<file path="src/rtl/sensor_ascii_pkg.sv">
// Shared definitions for the sensor ASCII line sender: FSM states,
// character constants, line lengths and a digit-to-ASCII helper.
package sensor_ascii_pkg;

   typedef enum logic [1:0] {
      ST_IDLE    = 2'd0,
      ST_CONVERT = 2'd1,
      ST_SEND    = 2'd2,
      ST_DONE    = 2'd3
   } state_t;

   localparam logic [7:0] ASCII_ZERO = 8'h30;
   localparam logic [7:0] ASCII_EQ   = 8'h3D;
   localparam logic [7:0] ASCII_PCT  = 8'h25;
   localparam logic [7:0] ASCII_SP   = 8'h20;
   localparam logic [7:0] ASCII_C    = 8'h43;
   localparam logic [7:0] ASCII_CR   = 8'h0D;
   localparam logic [7:0] ASCII_LF   = 8'h0A;

   // Line lengths for CR+LF and LF-only terminations, and the matching
   // index of the final character.
   localparam logic [4:0] LINE_LEN_CRLF = 5'd15;
   localparam logic [4:0] LINE_LEN_LF   = 5'd14;
   localparam logic [3:0] LAST_IDX_CRLF = 4'd14;
   localparam logic [3:0] LAST_IDX_LF   = 4'd13;

   // Map one BCD digit onto its ASCII character.
   function automatic logic [7:0] digit_to_ascii(input logic [3:0] d);
      return ASCII_ZERO + {4'b0000, d};
   endfunction

endpackage

</file>
<file path="src/rtl/bin2bcd8.sv">
// Combinational 8-bit binary to 3-digit BCD converter (double-dabble).
module bin2bcd8
   import sensor_ascii_pkg::*;
(
   input  logic [7:0] i_bin,
   output logic [3:0] o_hund,
   output logic [3:0] o_tens,
   output logic [3:0] o_ones
);

   logic [11:0] w_bcd;

   // Shift the binary value in MSB first, adding 3 to any digit >= 5 before each shift.
   always_comb begin
      w_bcd = 12'd0;
      for (int i = 7; i >= 0; i--) begin
         if (w_bcd[3:0] >= 4'd5) begin
            w_bcd[3:0] = w_bcd[3:0] + 4'd3;
         end else begin
            w_bcd[3:0] = w_bcd[3:0];
         end
         if (w_bcd[7:4] >= 4'd5) begin
            w_bcd[7:4] = w_bcd[7:4] + 4'd3;
         end else begin
            w_bcd[7:4] = w_bcd[7:4];
         end
         if (w_bcd[11:8] >= 4'd5) begin
            w_bcd[11:8] = w_bcd[11:8] + 4'd3;
         end else begin
            w_bcd[11:8] = w_bcd[11:8];
         end
         w_bcd = {w_bcd[10:0], i_bin[i]};
      end
   end

   assign o_hund = w_bcd[11:8];
   assign o_tens = w_bcd[7:4];
   assign o_ones = w_bcd[3:0];

endmodule

</file>
<file path="src/rtl/sensor_ascii_sender.sv">
// Formats one humidity/temperature reading as an ASCII line and pushes it
// into a UART TX FIFO one character per cycle, honouring the FIFO full flag.
// Build option: define SENSOR_SENDER_CRLF_EN to end the line with CR+LF
// (15 characters); otherwise the line ends with LF only (14 characters).
module sensor_ascii_sender
   import sensor_ascii_pkg::*;
#(
   parameter logic [7:0] HUM_TAG = 8'h48,
   parameter logic [7:0] TMP_TAG = 8'h54
)(
   input  logic       clk,
   input  logic       rst,
   input  logic       start,
   input  logic [7:0] humidity,
   input  logic [7:0] temperature,
   input  logic       full,
   output logic       push,
   output logic [7:0] ascii,
   output logic       busy,
   output logic       done
);

`ifdef SENSOR_SENDER_CRLF_EN
   localparam logic [3:0] LAST_IDX = LAST_IDX_CRLF;
`else
   localparam logic [3:0] LAST_IDX = LAST_IDX_LF;
`endif

   state_t     r_state;
   state_t     w_state_next;
   logic [7:0] r_hum_snap;
   logic [7:0] r_tmp_snap;
   logic [3:0] r_h2, r_h1, r_h0;
   logic [3:0] r_t2, r_t1, r_t0;
   logic [3:0] r_idx;
   logic       r_busy;
   logic       r_done;
   logic [3:0] w_h2, w_h1, w_h0;
   logic [3:0] w_t2, w_t1, w_t0;
   logic       w_push;
   logic [7:0] w_char;

   bin2bcd8 u_bcd_hum (
      .i_bin  (r_hum_snap),
      .o_hund (w_h2),
      .o_tens (w_h1),
      .o_ones (w_h0)
   );

   bin2bcd8 u_bcd_tmp (
      .i_bin  (r_tmp_snap),
      .o_hund (w_t2),
      .o_tens (w_t1),
      .o_ones (w_t0)
   );

   // A character leaves only in SEND and only when the FIFO has room this very cycle.
   assign w_push = (r_state == ST_SEND) && !full;

   // Next-state decode; SEND exits on the edge that writes the last character.
   always_comb begin
      w_state_next = r_state;
      case (r_state)
         ST_IDLE: begin
            if (start) begin
               w_state_next = ST_CONVERT;
            end else begin
               w_state_next = ST_IDLE;
            end
         end
         ST_CONVERT: begin
            w_state_next = ST_SEND;
         end
         ST_SEND: begin
            if (w_push && (r_idx == LAST_IDX)) begin
               w_state_next = ST_DONE;
            end else begin
               w_state_next = ST_SEND;
            end
         end
         ST_DONE: begin
            w_state_next = ST_IDLE;
         end
         default: begin
            w_state_next = ST_IDLE;
         end
      endcase
   end

   // State register plus busy/done flags registered from the next state.
   always_ff @(posedge clk or negedge rst) begin
      if (!rst) begin
         r_state <= ST_IDLE;
         r_busy  <= 1'b0;
         r_done  <= 1'b0;
      end else begin
         r_state <= w_state_next;
         r_busy  <= (w_state_next != ST_IDLE);
         r_done  <= (w_state_next == ST_DONE);
      end
   end

   // Snapshot the readings on start, latch BCD digits in CONVERT, advance the index per push.
   always_ff @(posedge clk or negedge rst) begin
      if (!rst) begin
         r_hum_snap <= 8'd0;
         r_tmp_snap <= 8'd0;
         r_h2       <= 4'd0;
         r_h1       <= 4'd0;
         r_h0       <= 4'd0;
         r_t2       <= 4'd0;
         r_t1       <= 4'd0;
         r_t0       <= 4'd0;
         r_idx      <= 4'd0;
      end else begin
         if ((r_state == ST_IDLE) && start) begin
            r_hum_snap <= humidity;
            r_tmp_snap <= temperature;
         end
         if (r_state == ST_CONVERT) begin
            r_h2  <= w_h2;
            r_h1  <= w_h1;
            r_h0  <= w_h0;
            r_t2  <= w_t2;
            r_t1  <= w_t1;
            r_t0  <= w_t0;
            r_idx <= 4'd0;
         end else if (w_push) begin
            r_idx <= r_idx + 4'd1;
         end
      end
   end

   // Character selected by the current index within the fixed line layout.
   always_comb begin
      w_char = 8'h00;
      case (r_idx)
         4'd0:  w_char = HUM_TAG;
         4'd1:  w_char = ASCII_EQ;
         4'd2:  w_char = digit_to_ascii(r_h2);
         4'd3:  w_char = digit_to_ascii(r_h1);
         4'd4:  w_char = digit_to_ascii(r_h0);
         4'd5:  w_char = ASCII_PCT;
         4'd6:  w_char = ASCII_SP;
         4'd7:  w_char = TMP_TAG;
         4'd8:  w_char = ASCII_EQ;
         4'd9:  w_char = digit_to_ascii(r_t2);
         4'd10: w_char = digit_to_ascii(r_t1);
         4'd11: w_char = digit_to_ascii(r_t0);
         4'd12: w_char = ASCII_C;
`ifdef SENSOR_SENDER_CRLF_EN
         4'd13: w_char = ASCII_CR;
         4'd14: w_char = ASCII_LF;
`else
         4'd13: w_char = ASCII_LF;
`endif
         default: w_char = 8'h00;
      endcase
   end

   // Output data is forced to zero whenever no character is being pushed.
   always_comb begin
      ascii = 8'h00;
      if (w_push) begin
         ascii = w_char;
      end else begin
         ascii = 8'h00;
      end
   end

   assign push = w_push;
   assign busy = r_busy;
   assign done = r_done;

endmodule

</file>
<file path="config.mk">
export PLATFORM = sky130hd
export DESIGN_NAME = sensor_ascii_sender
export DESIGN_NICKNAME = d
export VERILOG_FILES = /design/src/rtl/sensor_ascii_pkg.sv /design/src/rtl/bin2bcd8.sv /design/src/rtl/sensor_ascii_sender.sv
export SDC_FILE = /design/constraint.sdc
export NUM_CORES = 1
export LEC_CHECK = 0
export BUFFER_PORTS_ARGS = -buffer_cell sky130_fd_sc_hd__buf_2
export CAP_MARGIN = 20
export CORE_MARGIN = 2
export CORE_UTILIZATION = 50
export DETAILED_ROUTE_END_ITERATION = 8
export PLACE_DENSITY = 0.71
export SLEW_MARGIN = 10
export SYNTH_ARGS = -nofsm -noshare
export SYNTH_HDL_FRONTEND = slang
export SYNTH_SLANG_ARGS = --single-unit
</file>
<file path="constraint.sdc">
create_clock -name clk -period 4.85 [get_ports clk]
set_input_delay 0.485 -clock clk [delete_from_list [all_inputs] [get_ports clk]]
set_output_delay 0.485 -clock clk [all_outputs]
set_load 0.02 [all_outputs]
</file>
==> results of run 1 <==
## registers in the layout, indices dropped and copies added, names as in the netlist, 2 cells and up
signal      count
r_h2            2
r_hum_snap      8
r_state         2
r_idx           4
r_t1            4
r_t2            2
r_h1            4
r_tmp_snap      8
r_t0            4
r_h0            4
## worst reg2reg max path, cell delays in order, from the launching register on
cell and delay, ns:
dfrtp_1 0.41, inv_1 0.12, ha_1 0.16, inv_1 0.04, ha_1 0.19, a21oi_2 0.17, xnor2_1 0.15, ha_1 0.22
nor2b_2 0.18, or4_1 0.46, o2111ai_4 0.13, ha_1 0.25, or3b_1 0.40, a211oi_1 0.25, a211oi_2 0.11, a21o_1 0.21
a221o_1 0.44, xnor2_2 0.23, o21ai_1 0.11, a221o_1 0.29
## worst max-delay path by stage
stage,start,to,slack (ns),cells past startpoint
6_report,r_hum_snap[6]$_DFFE_PN0P_,r_h1[2]$_DFFE_PN0P_,0.24,19
5_1_grt,r_hum_snap[6]$_DFFE_PN0P_,r_h2[0]$_DFFE_PN0P_,0.007,22
4_1_cts,r_tmp_snap[5]$_DFFE_PN0P_,r_t1[2]$_DFFE_PN0P_,0.009,21
3_5_place_dp,r_tmp_snap[5]$_DFFE_PN0P_,r_t1[2]$_DFFE_PN0P_,-0.09,21
3_3_place_gp,r_tmp_snap[5]$_DFFE_PN0P_,r_t1[2]$_DFFE_PN0P_,0.13,21
2_1_floorplan,r_hum_snap[5]$_DFFE_PN0P_,r_h2[0]$_DFFE_PN0P_,0.04,23
## synth_stat cells, drive strengths merged, types with 11 or more instances
library cell	count
a211oi	13
a21oi	23
clkbuf	17
dfrtp	44
ha	26
inv	23
mux2	20
mux2i	11
nand2	32
nand3	12
nor2	55
o21ai	24
xnor2	12
## per-layer routing
layer | wire, µm | up-vias
met2 | 4334 | 98
li1 | - | 1811
met1 | 4347 | 1731
met3 | 469 | 12
met4 | 74 | 0
met5 | 0 | -
## repair_timing
action,4_1_cts,5_1_grt
hold buffers,0,0
resized for setup,2,11
setup endpoints to repair,3,15
pin swaps,0,2
setup buffers,0,4
## area by class of cell
class	instances	area, µm²
clock inverter	3	46.29
tap	102	127.6
sequential	44	1102
multi-input combinational	374	2749
fill	690	3247
clock buffer	5	68.82
inverter	25	93.84
timing repair buffer	47	292.8
## cell families after synthesis
kind of cell,after synthesis,share of synthesized area (%)
simple gates,155,18.79
compound gates,147,27.74
buf+inv,49,5.041
flops,44,27.55
mux,31,9.205
fa+ha+maj,26,8.140
xor+xnor,14,3.444
other cells,1,0.09384
## metrics by stage
| step | hold slack, ns | setup TNS [ns] | setup slack, ns |
|---|---|---|---|
| 6_report | 0.06080 | 0 | 0.2444 |
| 5_1_grt | 0.07101 | 0 | 0.007063 |
| 4_1_cts | 0.3600 | 0 | 0.009154 |
| 3_5_place_dp | 0.4691 | -0.1723 | -0.08836 |
| 3_3_place_gp | 0.4852 | 0 | 0.1348 |
| 2_1_floorplan | 0.1894 | 0 | 0.03597 |
==> results.tsv, run 1 <==
metric	value	unit
run_status	completed	
drv_slew	0	
die_x	93.40	µm
period_needed	4.606	ns
critPathMostFrequentCell	ha_1	
grt_max_degree	45	
synth.area.top_cells	dfrtp_1 (28%), ha_1 (8.1%), mux2_2 (5.4%)	
crit_path_end_kind	flop	
critPathKind	reg2reg	
placedInstanceArea	4259	µm²
rsz0062_at_grt	no	
cts_buffer_depth	2	
slowest_stage	or4_1	
critPathMaxFanout	5	
synthArstFlopShare	100.0	%
wirelength	9225	µm
worst_slew_pin_slew	0.7695	ns
synth_area_per_cell	8.557	µm²
arrival	4.81	ns
post-place-cells	587	
drc_errors	0	
place_congestion	0.8751	
hold_class	in2async	
syn2layout_area_growth	12.12	%
grt_first_pass_wirelength	15390	µm
rows	32	
netlist_instances	467	
ant_nets	0	
design.core.area	7727	µm²
ys.flop_type	dfrtp_1	
cts_sinks	44	
drv_cap	0	
hpwl	6838	µm
clock.fmax	217.1	MHz
use_met1	29.38	%
yosysWarnings	0	
required	5.05	ns
final_core_util	57.98	%
tritoncts	built	
vias	3652	
critPathBufInv	2	
post-route-period-util	94.96	%
post_drt_wl_per_cell	15.38	µm
layout-drive-gt1-share	22.49	%
diodes	0	
cts_buffers	5	
synth_edf_count	0	
hold_viol_final	0	
synth_top_area_cell	dfrtp_1	
stdcell_area	4481	µm²
die-area	8724	µm²
clk_pin_slew_worst_paths	0.10	ns
skew	0.01229	ns
start_kind	flop	
cts_root_buf	clkbuf_8	
antenna_found_initial	0	
first_iter_violations	255	
syn_nets	513	
grt_use_total	21.45	%
gr-usage-met2	35.61	%
reg2regPathDepth	19	
viasPerCell	6.087	
boundaryPins	31	
grt_pass1_vias	3340	
syn_area	3996	µm²
ys_types	75	
yosysSeqAreaShare	27.55	%
mostFrequentLayoutCells	nor2_1 (55), dfrtp_1 (43), nand2_1 (31)	
cp_top_family	compound AO/OA/AOI/OAI gates	
use_met3	3.707	%
rr_startpoint	r_hum_snap[6]$_DFFE_PN0P_	
port_buffers	29	
cts_max_level	2	
r2r_end	r_h1[2]$_DFFE_PN0P_	
final_common_cell	nor2_1	
setup-violations-final	0	
first_pass_iters	4	
fin_cells	600	
synth_top_cell_area_share	27.55	%
busiest_layer	met2	
synth_seq_cells	44	
nets	543	
initial_core_util	51.72	%
path_cells	inv_1 -> ha_1 -> inv_1 -> ha_1 -> a21oi_2 -> xnor2_1 -> ha_1 -> nor2b_2 -> or4_1 -> o2111ai_4 -> ha_1 -> or3b_1 -> a211oi_1 -> a211oi_2 -> a21o_1 -> a221o_1 -> xnor2_2 -> o21ai_1 -> a221o_1	
die_h	93.40	µm
max_slew_margin	48.58	%
r2r_slack	0.24	ns
max_stage_delay	0.46	ns
insertion_delay	0.31	ns
grt_overflow	0	
Power of run 1 is not shown: default switching activity piles up to over one toggle a cycle in this logic, so the estimate is an artifact.
==> run 2, diff against run 1 <==
PLACE_DENSITY = 0.68   (was 0.71)
clock period = 4.3 ns   (was 4.85 ns; I/O delays follow)
==> run 2 against run 1 <==
Global-route usage grew 0.36 points. First-iteration DRC count fell by 36%. Critical endpoint is now r_h2[0]$_DFFE_PN0P_. Clock skew down 0.0061 ns. Register-to-register slack worse by 0.09 ns. Clock-buffer cell count is 1 higher. Via count hardly changed. Fmax is 11% higher.
==> results.tsv, run 2 (same netlist as run 1, synthesis figures left out) <==
metric	value	unit	change
setup-violations-final	0		unchanged
layout-drive-gt1-share	32.88	%	+10 points
clock.fmax	241.5	MHz	+11%
arrival	4.33	ns	-0.48 ns
rr_startpoint	r_hum_snap[5]$_DFFE_PN0P_		
post_drt_wl_per_cell	15.01	µm	-2.4%
stdcell_area	4922	µm²	+9.9%
syn2layout_area_growth	23.17	%	
holdCritStartpoint	humidity[4]		
cts_buffers	5		unchanged
critPathKind	reg2reg		
max_slew_margin	48.27	%	-0.31 points
drc_errors	0		unchanged
die_h	93.40	µm	unchanged
rsz0062_at_grt	yes		
grt_overflow	0		unchanged
hold_viol_final	0		unchanged
place_congestion	0.9138		+4.4%
skew	0.006162	ns	-0.006125 ns
required	4.49	ns	-0.56 ns
post-place-cells	602		+2.6%
period_needed	4.141	ns	-0.4649 ns
hold_class	in2reg		
grt_pass1_vias	3377		+1.1%
grt_max_degree	45		unchanged
run_status	completed		
drv_slew	0		unchanged
design.core.area	7727	µm²	unchanged
cts_root_buf	clkbuf_8		
worst_slew_pin_slew	0.7741	ns	+0.004602 ns
final_common_cell	nor2_1		
port_buffers	29		unchanged
vias	3651		-0.027%
ant_nets	0		unchanged
placedInstanceArea	4497	µm²	+5.6%
die-area	8724	µm²	unchanged
viasPerCell	5.870		-3.6%
hpwl	6805	µm	-0.49%
nets	565		+4.1%
start_kind	flop		
tritoncts	built		
critPathMaxFanout	4		-1
rows	32		unchanged
initial_core_util	51.72	%	unchanged
wirelength	9334	µm	+1.2%
die_x	93.40	µm	unchanged
grt_use_total	21.81	%	+0.36 points
setup_tns	0	ns	unchanged
insertion_delay	0.30	ns	about the same
post-route-period-util	96.30	%	+1.3 points
r2r_slack	0.16	ns	-0.09 ns
first_iter_violations	163		-36%
clk_pin_slew_worst_paths	0.09	ns	about the same
mostFrequentLayoutCells	nor2_1 (54), dfrtp_1 (44), buf_4 (38)		
fin_cells	622		+3.7%
cts_buffer_depth	2		unchanged
drv_cap	0		unchanged
diodes	0		unchanged
setup.worst_path.start	r_hum_snap[5]$_DFFE_PN0P_		
boundaryPins	31		unchanged
grt_first_pass_wirelength	15470	µm	+0.53%
cts_sinks	44		unchanged
antenna_found_initial	0		unchanged
crit_path_end_kind	flop		
cts_max_level	2		unchanged
top_regs	r_hum_snap (8), r_tmp_snap (8)		
first_pass_iters	4		unchanged
==> run 2: path summary, 6_finish.rpt <==
kind	depth (start not counted)	end
max	19	r_h2[0]$_DFFE_PN0P_
min	2	r_hum_snap[4]$_DFFE_PN0P_
max reg2reg	19	r_h2[0]$_DFFE_PN0P_
min reg2reg	2	r_t1[0]$_DFFE_PN0P_
max in group asynchronous	3	r_tmp_snap[4]$_DFFE_PN0P_
min in group asynchronous	2	r_idx[3]$_DFFE_PN0P_
==> run 2: repair_timing <==
item	4_1_cts	5_1_grt
hold endpoints to repair	0	8
resized for setup	4	37
setup endpoints to repair	5	16
hold buffers	0	1
buffers inserted	3	7
pin swaps	5	21
==> run 2: final cells by class <==
cell class,instances,area [µm²]
timing repair buffer,69,460.4
multi-input combinational,374,3018
fill,657,2805
inverter,25,93.84
clock inverter,2,38.79
sequential,44,1101
tap,102,127.6
clock buffer,6,82.58
==> run 2: stage by stage <==
step | worst slack (ns) | util [%] | hold WS, ns
3_3_place_gp | -0.01250 | 58.19 | 0.4755
4_1_cts | 0.01148 | 60.38 | 0.3112
3_5_place_dp | -0.07475 | 58.19 | 0.4736
6_report | 0.1593 | 63.70 | 0.3512
5_1_grt | -0.03808 | 63.70 | 0.3405
2_1_floorplan | -0.01566 | - | 0.1344
==> run 2: critical path, cell delays in order, from the launching register on <==
cell       delay [ns]
dfrtp_1          0.39
inv_2            0.09
ha_4             0.13
inv_2            0.04
ha_4             0.15
a21oi_4          0.15
xnor2_2          0.17
ha_2             0.25
nor2b_4          0.06
or4_4            0.43
o2111ai_4        0.15
ha_4             0.19
or3b_4           0.39
a211oi_2         0.17
a211oi_2         0.08
a21o_1           0.21
a221o_1          0.40
xnor2_2          0.22
nor3_1           0.09
a211o_1          0.28
==> run 2: metal layers <==
layer  GRT usage, %  part of all wire, %  routed length, µm
met3          2.981                  3.8                355
met5              0                    0                  0
met2          37.29                   48               4483
met1          29.55                   47               4399
met4          4.412                  1.0                 95
Power of run 2 is left out for the same reason.
